File: src/rtl/ex_hazard_ctrl_if.sv
// Bundle between the pipeline datapath and the EX hazard/forwarding controller.
// master = pipeline side (drives ID decode, stall and redirect causes); slave = controller.
interface ex_hazard_ctrl_if #(
  parameter int CNT_W = 32
);
  logic             id_valid;
  logic [4:0]       id_rs1;
  logic [4:0]       id_rs2;
  logic             id_use_rs1;
  logic             id_use_rs2;
  logic [4:0]       id_rd;
  logic             id_regwrite;
  logic             id_is_load;
  logic             dmem_stall;
  logic             br_flush;

  logic [1:0]       forwardA;
  logic [1:0]       forwardB;
  logic             stall_pc;
  logic             stall_if_id;
  logic             bubble_ex;
  logic             freeze;
  logic             flush_if_id;
  logic [CNT_W-1:0] lu_stall_cnt;
  logic [CNT_W-1:0] freeze_cnt;
  logic [CNT_W-1:0] flush_cnt;

  // Debug view: current priority mode and the packed {ex, mem, wb} shadow slots.
  logic [1:0]       mode;
  logic [23:0]      slots;

  modport master (
    output id_valid, id_rs1, id_rs2, id_use_rs1, id_use_rs2, id_rd,
           id_regwrite, id_is_load, dmem_stall, br_flush,
    input  forwardA, forwardB, stall_pc, stall_if_id, bubble_ex, freeze,
           flush_if_id, lu_stall_cnt, freeze_cnt, flush_cnt, mode, slots
  );

  modport slave (
    input  id_valid, id_rs1, id_rs2, id_use_rs1, id_use_rs2, id_rd,
           id_regwrite, id_is_load, dmem_stall, br_flush,
    output forwardA, forwardB, stall_pc, stall_if_id, bubble_ex, freeze,
           flush_if_id, lu_stall_cnt, freeze_cnt, flush_cnt, mode, slots
  );
endinterface

File: src/rtl/ex_hazard_ctrl.sv
// EX-stage hazard controller: shadows rd state of EX/MEM/WB, registers forwarding selects
// one cycle ahead, inserts load-use bubbles, sequences freezes and redirect kills.
module ex_hazard_ctrl #(
  parameter int CNT_W = 32
) (
  input logic            clk,
  input logic            rst,
  ex_hazard_ctrl_if.slave hz
);

  typedef struct packed {
    logic       valid;
    logic [4:0] rd;
    logic       regwrite;
    logic       is_load;
  } slot_t;

  typedef enum logic [1:0] {
    M_RUN    = 2'd0,
    M_FREEZE = 2'd1,
    M_FLUSH  = 2'd2,
    M_LU     = 2'd3
  } mode_t;

  slot_t            ex_s, mem_s, wb_s;
  slot_t            ex_next;
  mode_t            mode;
  logic             lu;
  logic [1:0]       fwd_a_next, fwd_b_next;
  logic [1:0]       fwd_a_q, fwd_b_q;
  logic [CNT_W-1:0] lu_cnt_q, freeze_cnt_q, flush_cnt_q;

  function automatic logic writing(input slot_t s);
    return s.valid & s.regwrite & (s.rd != 5'd0);
  endfunction

  // ex_s feeds MEM next cycle (01), mem_s feeds WB next cycle (10); MEM wins.
  function automatic logic [1:0] fwd_sel(input logic use_rs, input logic [4:0] rs,
                                         input slot_t ex, input slot_t mem);
    if (!use_rs || rs == 5'd0) return 2'b00;
    if (writing(ex) && ex.rd == rs) return 2'b01;
    if (writing(mem) && mem.rd == rs) return 2'b10;
    return 2'b00;
  endfunction

  always_comb begin
    lu = hz.id_valid & writing(ex_s) & ex_s.is_load &
         ((hz.id_use_rs1 & (hz.id_rs1 == ex_s.rd)) |
          (hz.id_use_rs2 & (hz.id_rs2 == ex_s.rd)));
  end

  always_comb begin
    mode = M_RUN;
    if (hz.dmem_stall)    mode = M_FREEZE;
    else if (hz.br_flush) mode = M_FLUSH;
    else if (lu)          mode = M_LU;
  end

  always_comb begin
    hz.freeze      = 1'b0;
    hz.stall_pc    = 1'b0;
    hz.stall_if_id = 1'b0;
    hz.bubble_ex   = 1'b0;
    hz.flush_if_id = 1'b0;
    ex_next        = '{valid: hz.id_valid, rd: hz.id_rd,
                       regwrite: hz.id_regwrite, is_load: hz.id_is_load};
    case (mode)
      M_FREEZE: begin
        hz.freeze      = 1'b1;
        hz.stall_pc    = 1'b1;
        hz.stall_if_id = 1'b1;
      end
      M_FLUSH: begin
        hz.flush_if_id = 1'b1;
        hz.bubble_ex   = 1'b1;
        ex_next        = '0;
      end
      M_LU: begin
        hz.stall_pc    = 1'b1;
        hz.stall_if_id = 1'b1;
        hz.bubble_ex   = 1'b1;
        ex_next        = '0;
      end
      default: ;
    endcase
  end

  always_comb begin
    fwd_a_next = fwd_sel(hz.id_use_rs1, hz.id_rs1, ex_s, mem_s);
    fwd_b_next = fwd_sel(hz.id_use_rs2, hz.id_rs2, ex_s, mem_s);
  end

  always_ff @(posedge clk or negedge rst) begin
    if (!rst) begin
      ex_s  <= '0;
      mem_s <= '0;
      wb_s  <= '0;
    end else if (mode != M_FREEZE) begin
      ex_s  <= ex_next;
      mem_s <= ex_s;
      wb_s  <= mem_s;
    end
  end

  // A bubble or a flush enters EX as a NOP, so it must not carry a forward select.
  always_ff @(posedge clk or negedge rst) begin
    if (!rst) begin
      fwd_a_q <= 2'b00;
      fwd_b_q <= 2'b00;
    end else if (mode != M_FREEZE) begin
      fwd_a_q <= hz.bubble_ex ? 2'b00 : fwd_a_next;
      fwd_b_q <= hz.bubble_ex ? 2'b00 : fwd_b_next;
    end
  end

  always_ff @(posedge clk or negedge rst) begin
    if (!rst) begin
      lu_cnt_q     <= '0;
      freeze_cnt_q <= '0;
      flush_cnt_q  <= '0;
    end else begin
      if (mode == M_LU && lu_cnt_q != '1)         lu_cnt_q     <= lu_cnt_q + 1'b1;
      if (mode == M_FREEZE && freeze_cnt_q != '1) freeze_cnt_q <= freeze_cnt_q + 1'b1;
      if (mode == M_FLUSH && flush_cnt_q != '1)   flush_cnt_q  <= flush_cnt_q + 1'b1;
    end
  end

  assign hz.forwardA     = fwd_a_q;
  assign hz.forwardB     = fwd_b_q;
  assign hz.lu_stall_cnt = lu_cnt_q;
  assign hz.freeze_cnt   = freeze_cnt_q;
  assign hz.flush_cnt    = flush_cnt_q;
  assign hz.mode         = mode;
  assign hz.slots        = {ex_s, mem_s, wb_s};

endmodule

File: src/flat_wrapper.sv
// flat-port wrapper written by rule: the top's interface ports become plain ports
module ex_hazard_ctrl_flat 
#(
  parameter int CNT_W = 32
)
  (clk, rst, hz_id_valid, hz_id_rs1, hz_id_rs2, hz_id_use_rs1, hz_id_use_rs2, hz_id_rd, hz_id_regwrite, hz_id_is_load, hz_dmem_stall, hz_br_flush, hz_forwardA, hz_forwardB, hz_stall_pc, hz_stall_if_id, hz_bubble_ex, hz_freeze, hz_flush_if_id, hz_lu_stall_cnt, hz_freeze_cnt, hz_flush_cnt, hz_mode, hz_slots);
  ex_hazard_ctrl_if #(.CNT_W(CNT_W)) hz_i ();
  input logic clk;
  input logic rst;
  input wire logic [$bits(hz_i.id_valid)-1:0] hz_id_valid;
  input wire logic [$bits(hz_i.id_rs1)-1:0] hz_id_rs1;
  input wire logic [$bits(hz_i.id_rs2)-1:0] hz_id_rs2;
  input wire logic [$bits(hz_i.id_use_rs1)-1:0] hz_id_use_rs1;
  input wire logic [$bits(hz_i.id_use_rs2)-1:0] hz_id_use_rs2;
  input wire logic [$bits(hz_i.id_rd)-1:0] hz_id_rd;
  input wire logic [$bits(hz_i.id_regwrite)-1:0] hz_id_regwrite;
  input wire logic [$bits(hz_i.id_is_load)-1:0] hz_id_is_load;
  input wire logic [$bits(hz_i.dmem_stall)-1:0] hz_dmem_stall;
  input wire logic [$bits(hz_i.br_flush)-1:0] hz_br_flush;
  output wire logic [$bits(hz_i.forwardA)-1:0] hz_forwardA;
  output wire logic [$bits(hz_i.forwardB)-1:0] hz_forwardB;
  output wire logic [$bits(hz_i.stall_pc)-1:0] hz_stall_pc;
  output wire logic [$bits(hz_i.stall_if_id)-1:0] hz_stall_if_id;
  output wire logic [$bits(hz_i.bubble_ex)-1:0] hz_bubble_ex;
  output wire logic [$bits(hz_i.freeze)-1:0] hz_freeze;
  output wire logic [$bits(hz_i.flush_if_id)-1:0] hz_flush_if_id;
  output wire logic [$bits(hz_i.lu_stall_cnt)-1:0] hz_lu_stall_cnt;
  output wire logic [$bits(hz_i.freeze_cnt)-1:0] hz_freeze_cnt;
  output wire logic [$bits(hz_i.flush_cnt)-1:0] hz_flush_cnt;
  output wire logic [$bits(hz_i.mode)-1:0] hz_mode;
  output wire logic [$bits(hz_i.slots)-1:0] hz_slots;
  assign hz_i.id_valid = hz_id_valid;
  assign hz_i.id_rs1 = hz_id_rs1;
  assign hz_i.id_rs2 = hz_id_rs2;
  assign hz_i.id_use_rs1 = hz_id_use_rs1;
  assign hz_i.id_use_rs2 = hz_id_use_rs2;
  assign hz_i.id_rd = hz_id_rd;
  assign hz_i.id_regwrite = hz_id_regwrite;
  assign hz_i.id_is_load = hz_id_is_load;
  assign hz_i.dmem_stall = hz_dmem_stall;
  assign hz_i.br_flush = hz_br_flush;
  assign hz_forwardA = hz_i.forwardA;
  assign hz_forwardB = hz_i.forwardB;
  assign hz_stall_pc = hz_i.stall_pc;
  assign hz_stall_if_id = hz_i.stall_if_id;
  assign hz_bubble_ex = hz_i.bubble_ex;
  assign hz_freeze = hz_i.freeze;
  assign hz_flush_if_id = hz_i.flush_if_id;
  assign hz_lu_stall_cnt = hz_i.lu_stall_cnt;
  assign hz_freeze_cnt = hz_i.freeze_cnt;
  assign hz_flush_cnt = hz_i.flush_cnt;
  assign hz_mode = hz_i.mode;
  assign hz_slots = hz_i.slots;
  ex_hazard_ctrl #(.CNT_W(CNT_W)) u_core (.clk(clk), .rst(rst), .hz(hz_i));
endmodule
File: config.mk
export PLATFORM = sky130hd
export DESIGN_NAME = ex_hazard_ctrl_flat
export DESIGN_NICKNAME = d
export VERILOG_FILES = /design/src/rtl/ex_hazard_ctrl_if.sv /design/src/rtl/ex_hazard_ctrl.sv /design/src/flat_wrapper.sv
export SDC_FILE = /design/constraint.sdc
export NUM_CORES = 1
export LEC_CHECK = 0
export BUFFER_PORTS_ARGS = -buffer_cell sky130_fd_sc_hd__buf_2
export CORE_UTILIZATION = 53
export DETAILED_ROUTE_END_ITERATION = 10
export GPL_ROUTABILITY_DRIVEN = 0
export GPL_TIMING_DRIVEN = 0
export HOLD_SLACK_MARGIN = 0.02
export PLACE_DENSITY = 0.8
export SLEW_MARGIN = 25
export SYNTH_ARGS = -nofsm -noshare
export SYNTH_HDL_FRONTEND = slang
export SYNTH_SLANG_ARGS = --single-unit
File: constraint.sdc
create_clock -name clk -period 3.05 [get_ports clk]
set_input_delay 0.305 -clock clk [delete_from_list [all_inputs] [get_ports clk]]
set_output_delay 0.305 -clock clk [all_outputs]
set_load 0.01 [all_outputs]
==> impl_metrics.sql <==
INSERT INTO impl_metrics (metric_group, metric, value, unit) VALUES
('cells_and_area', 'leading_cell_types_in_the_layout_fill_and_taps_excluded', '154 x buf_2, 124 x dfrtp_1, 81 x xnor2_1, 50 x nand2_1', ''),
('detailed_routing', 'wl_per_cell', '16.2', 'µm'),
('global_route', 'grt_usage', '0.264', ''),
('power', 'pwr-share-comb', '0.116', ''),
('global_route', 'grt_pass1_vias', '4788', ''),
('yosys', 'fraction_of_synthesized_cell_area_taken_by_the_top_area_cell_type', '0.531', ''),
('floorplan', 'core_area', '10500', 'µm²'),
('floorplan', 'die_x', '107', 'µm'),
('global_route', 'grt_util_met1', '0.330', ''),
('sta', 'clock_period_minus_worst_slack', '2770', 'ps'),
('global_route', 'grt-ovfl-total', '0', ''),
('floorplan', 'num_rows', '37', ''),
('cts', 'clockRootBuffer', 'clkbuf_8', ''),
('detailed_routing', 'avgViaCountPerCell', '5.51', ''),
('sta', 'maximum_clock_frequency', '0.361', 'GHz'),
('cells_and_area', 'multiInputGateArea', '2660', 'µm²'),
('floorplan', 'die-height', '107', 'µm'),
('detailed_routing', 'antenna_left', '0', ''),
('setup_path', 'critPathKind', 'flip-flop to primary output', ''),
('global_route', 'grt_pass1_wl', '23200', 'µm'),
('power', 'power_switching', '0.00114', 'W'),
('placed_design', 'placed_instances', '826', ''),
('power', 'swShare', '0.253', ''),
('yosys', 'netlist_top_cells_area', 'dfrtp_1 53%, xnor2_1 12%, xor2_1 4.6%', ''),
('sta', 'hold_viol', '0', ''),
('status', 'outcome', 'complete, no violations', ''),
('global_route', 'grt_use_met3', '0.0669', ''),
('hold_path', 'min_path_type', 'primary input to flip-flop', ''),
('floorplan', 'initial_cell_density_of_the_core', '0.556', ''),
('sta', 'fin_crit_sh', '0.909', ''),
('detailed_routing', 'dr.first_iter.drc_count', '232', ''),
('yosys', 'synth_seq_cells', '124', ''),
('yosys', 'synthesis.area', '5840', 'µm²'),
('sta', 'maxSlewHeadroom', '0.514', ''),
('power', 'p_int', '0.00337', 'W'),
('cells_and_area', 'fillers', '761', ''),
('yosys', 'synthDistinctLibCells', '46', ''),
('setup_path', 'timing.critical_path.to_type', 'primary output', ''),
('cells_and_area', 'post_route_cells_drive_above_1_share', '0.299', ''),
('placed_design', 'post_dp_cell_area', '6820', 'µm²'),
('yosys', 'synthesis.instances', '535', ''),
('cts', 'worst_skew_pair.late_latency', '530', 'ps'),
('power', 'p_clk_frac', '0.461', ''),
('yosys', 'synth-async-reset-ratio', '1.00', ''),
('cells_and_area', 'finish.cell_count_without_fillers', '865', ''),
('setup_path', 'timing.critical_path.fanout_max', '6', ''),
('detailed_routing', 'wl', '14000', 'µm'),
('floorplan', 'pin_count', '155', ''),
('cells_and_area', 'sequential_cell_area', '3100', 'µm²'),
('global_route', 'grt-busiest-layer', 'met2', ''),
('cts', 'path_clk_slew', '60', 'ps'),
('cells_and_area', 'antenna_cells_inserted', '0', ''),
('detailed_routing', 'drt_pre_antenna_iters', '4', ''),
('placed_design', 'buffer_ports.inserted', '154', ''),
('cells_and_area', 'fin_nets', '743', ''),
('sta', 'tightestPinTransition', '723', 'ps'),
('cts', 'post-cts-setup-buffers', '0', ''),
('setup_path', 'critical_path_arrival', '2470', 'ps'),
('global_route', 'pin_count_of_the_biggest_net_entering_global_routing', '93', ''),
('power', 'ir_drop', '439', 'µV'),
('floorplan', 'design.die.area', '11400', 'µm²'),
('setup_path', 'required_worst_endpoint', '2740', 'ps'),
('placed_design', 'place.detailed.hpwl', '10100', 'µm'),
('yosys', 'post_synth.cell_area_avg', '10.9', 'µm²'),
('sta', 'grt_setup_unrepaired', 'no', ''),
('sta', 'report.final.slew_viol_count', '0', ''),
('yosys', 'yosys_warnings', '0', ''),
('yosys', 'ys.flop_type', 'dfrtp_1', ''),
('global_route', 'gr-usage-met2', '0.430', ''),
('sta', 'setup_viol', '0', ''),
('cts', 'htree_levels', '4', '');
-- power by group through the flow --
| stage | sequential, W | combinational (W) | clock [W] |
|---|---|---|---|
| 5_1_grt | 0.00193 | 0.000578 | 0.00219 |
| 4_1_cts | 0.00191 | 0.000532 | 0.00211 |
| 6_report | 0.00191 | 0.000523 | 0.00208 |
| 3_5_place_dp | 0.00194 | 0.000519 | 0 |
| 3_3_place_gp | 0.00193 | 0.000498 | 0 |
| 2_1_floorplan | 0.00197 | 0.000230 | 0 |
-- sequential cells by signal (all words and copies together) (netlist names) --
| name | cells |
|---|---|
| u_core.hz.flush_cnt | 32 |
| u_core.hz.freeze_cnt | 32 |
| u_core.hz.lu_stall_cnt | 32 |
| u_core.hz.slots | 24 |
| u_core.hz.forwardA | 2 |
| u_core.hz.forwardB | 2 |
-- cells by family after synthesis --
| family | count (synthesis) | share of synthesized area |
|---|---|---|
| buffers and inverters | 22 | 0.0156 |
| xor gates and xnor gates | 112 | 0.168 |
| muxes | 17 | 0.0328 |
| AOI/OAI and AO/OA | 29 | 0.0422 |
| DFF | 124 | 0.531 |
| adders and majority gates | 3 | 0.00643 |
| and+or+nand+nor | 228 | 0.204 |
-- critical path, stage by stage, from the launching register on --
cell	delay [ps]
dfrtp_1	470
xnor2_1	220
nand3_1	140
o22ai_2	330
nand4_1	270
o21bai_2	250
buf_4	140
buf_2	120
-- metrics by stage --
| step | utilization | total power, W | hold WS, ps |
|---|---|---|---|
| after CTS | 0.715 | 0.00456 | 23.1 |
| after floorplan | - | 0.00220 | 9.41 |
| after global routing | 0.715 | 0.00470 | 22.4 |
| after global placement | 0.645 | 0.00243 | 469 |
| final | 0.715 | 0.00452 | 39.1 |
| after detailed placement | 0.649 | 0.00246 | 182 |
-- layout make-up --
cell class / instances / area share
Inverter: 12 / 0.00600
Tap cell: 136 / 0.0226
Clock inverter: 12 / 0.0225
Clock buffer: 20 / 0.0593
Multi-Input combinational cell: 389 / 0.354
Buffer: 10 / 0.00616
Sequential cell: 124 / 0.413
Timing Repair Buffer: 162 / 0.117
-- per-layer routing --
layer / vias up / part of all wire
li1: 2247 / -
met1: 2331 / 0.43
met2: 157 / 0.49
met3: 29 / 0.055
met4: 0 / 0.023
met5: - / 0
-- final timing paths --
path                                                          endpoint                                  start  slack [ps]  cells past startpoint
worst max register to register  u_core.hz.lu_stall_cnt[18]$_DFFE_PN0P_  u_core.hz.lu_stall_cnt[0]$_DFFE_PN0P_         470                      9
worst max-delay path                                        hz_mode[0]        u_core.hz.slots[20]$_DFFE_PN0N_         280                      7
worst min register to register       u_core.hz.forwardB[1]$_DFFE_PN0N_      u_core.hz.forwardB[1]$_DFFE_PN0N_         490                      1
max in group asynchronous              u_core.hz.slots[17]$_DFFE_PN0N_                                    rst        2110                      3
min in group asynchronous          u_core.hz.flush_cnt[15]$_DFFE_PN0P_                                    rst         230                      2
worst min-delay path                   u_core.hz.slots[20]$_DFFE_PN0N_                            hz_id_rd[2]          40                      2
-- synth_stat cells, types with 2 or more instances --
| cell | number |
|---|---|
| xor2_1 | 31 |
| mux2_2 | 17 |
| nand4b_1 | 3 |
| nor4_1 | 6 |
| nand3_1 | 43 |
| o21ai_0 | 2 |
| nor3_1 | 10 |
| xnor2_1 | 81 |
| nand4_1 | 32 |
| or3_1 | 4 |
| nor2_1 | 43 |
| ha_1 | 3 |
| clkbuf_1 | 5 |
| buf_4 | 2 |
| buf_1 | 2 |
| dfrtp_1 | 124 |
| and2_1 | 4 |
| and4_1 | 7 |
| a32o_1 | 2 |
| a22o_1 | 10 |
| or4_1 | 5 |
| nand2_1 | 50 |
| nor2_2 | 2 |
| a21oi_1 | 3 |
| nor4_2 | 3 |
| inv_1 | 12 |
| nand3b_1 | 2 |
| and3_1 | 9 |
-- what timing repair did --
item | in CTS | in global routing
hold endpoints to repair | 59 | 0
gates resized for setup | 1 | 1
setup endpoints to repair | 2 | 2
hold buffers | 7 | 0
Note: power is estimated with default switching activity, not from simulation.
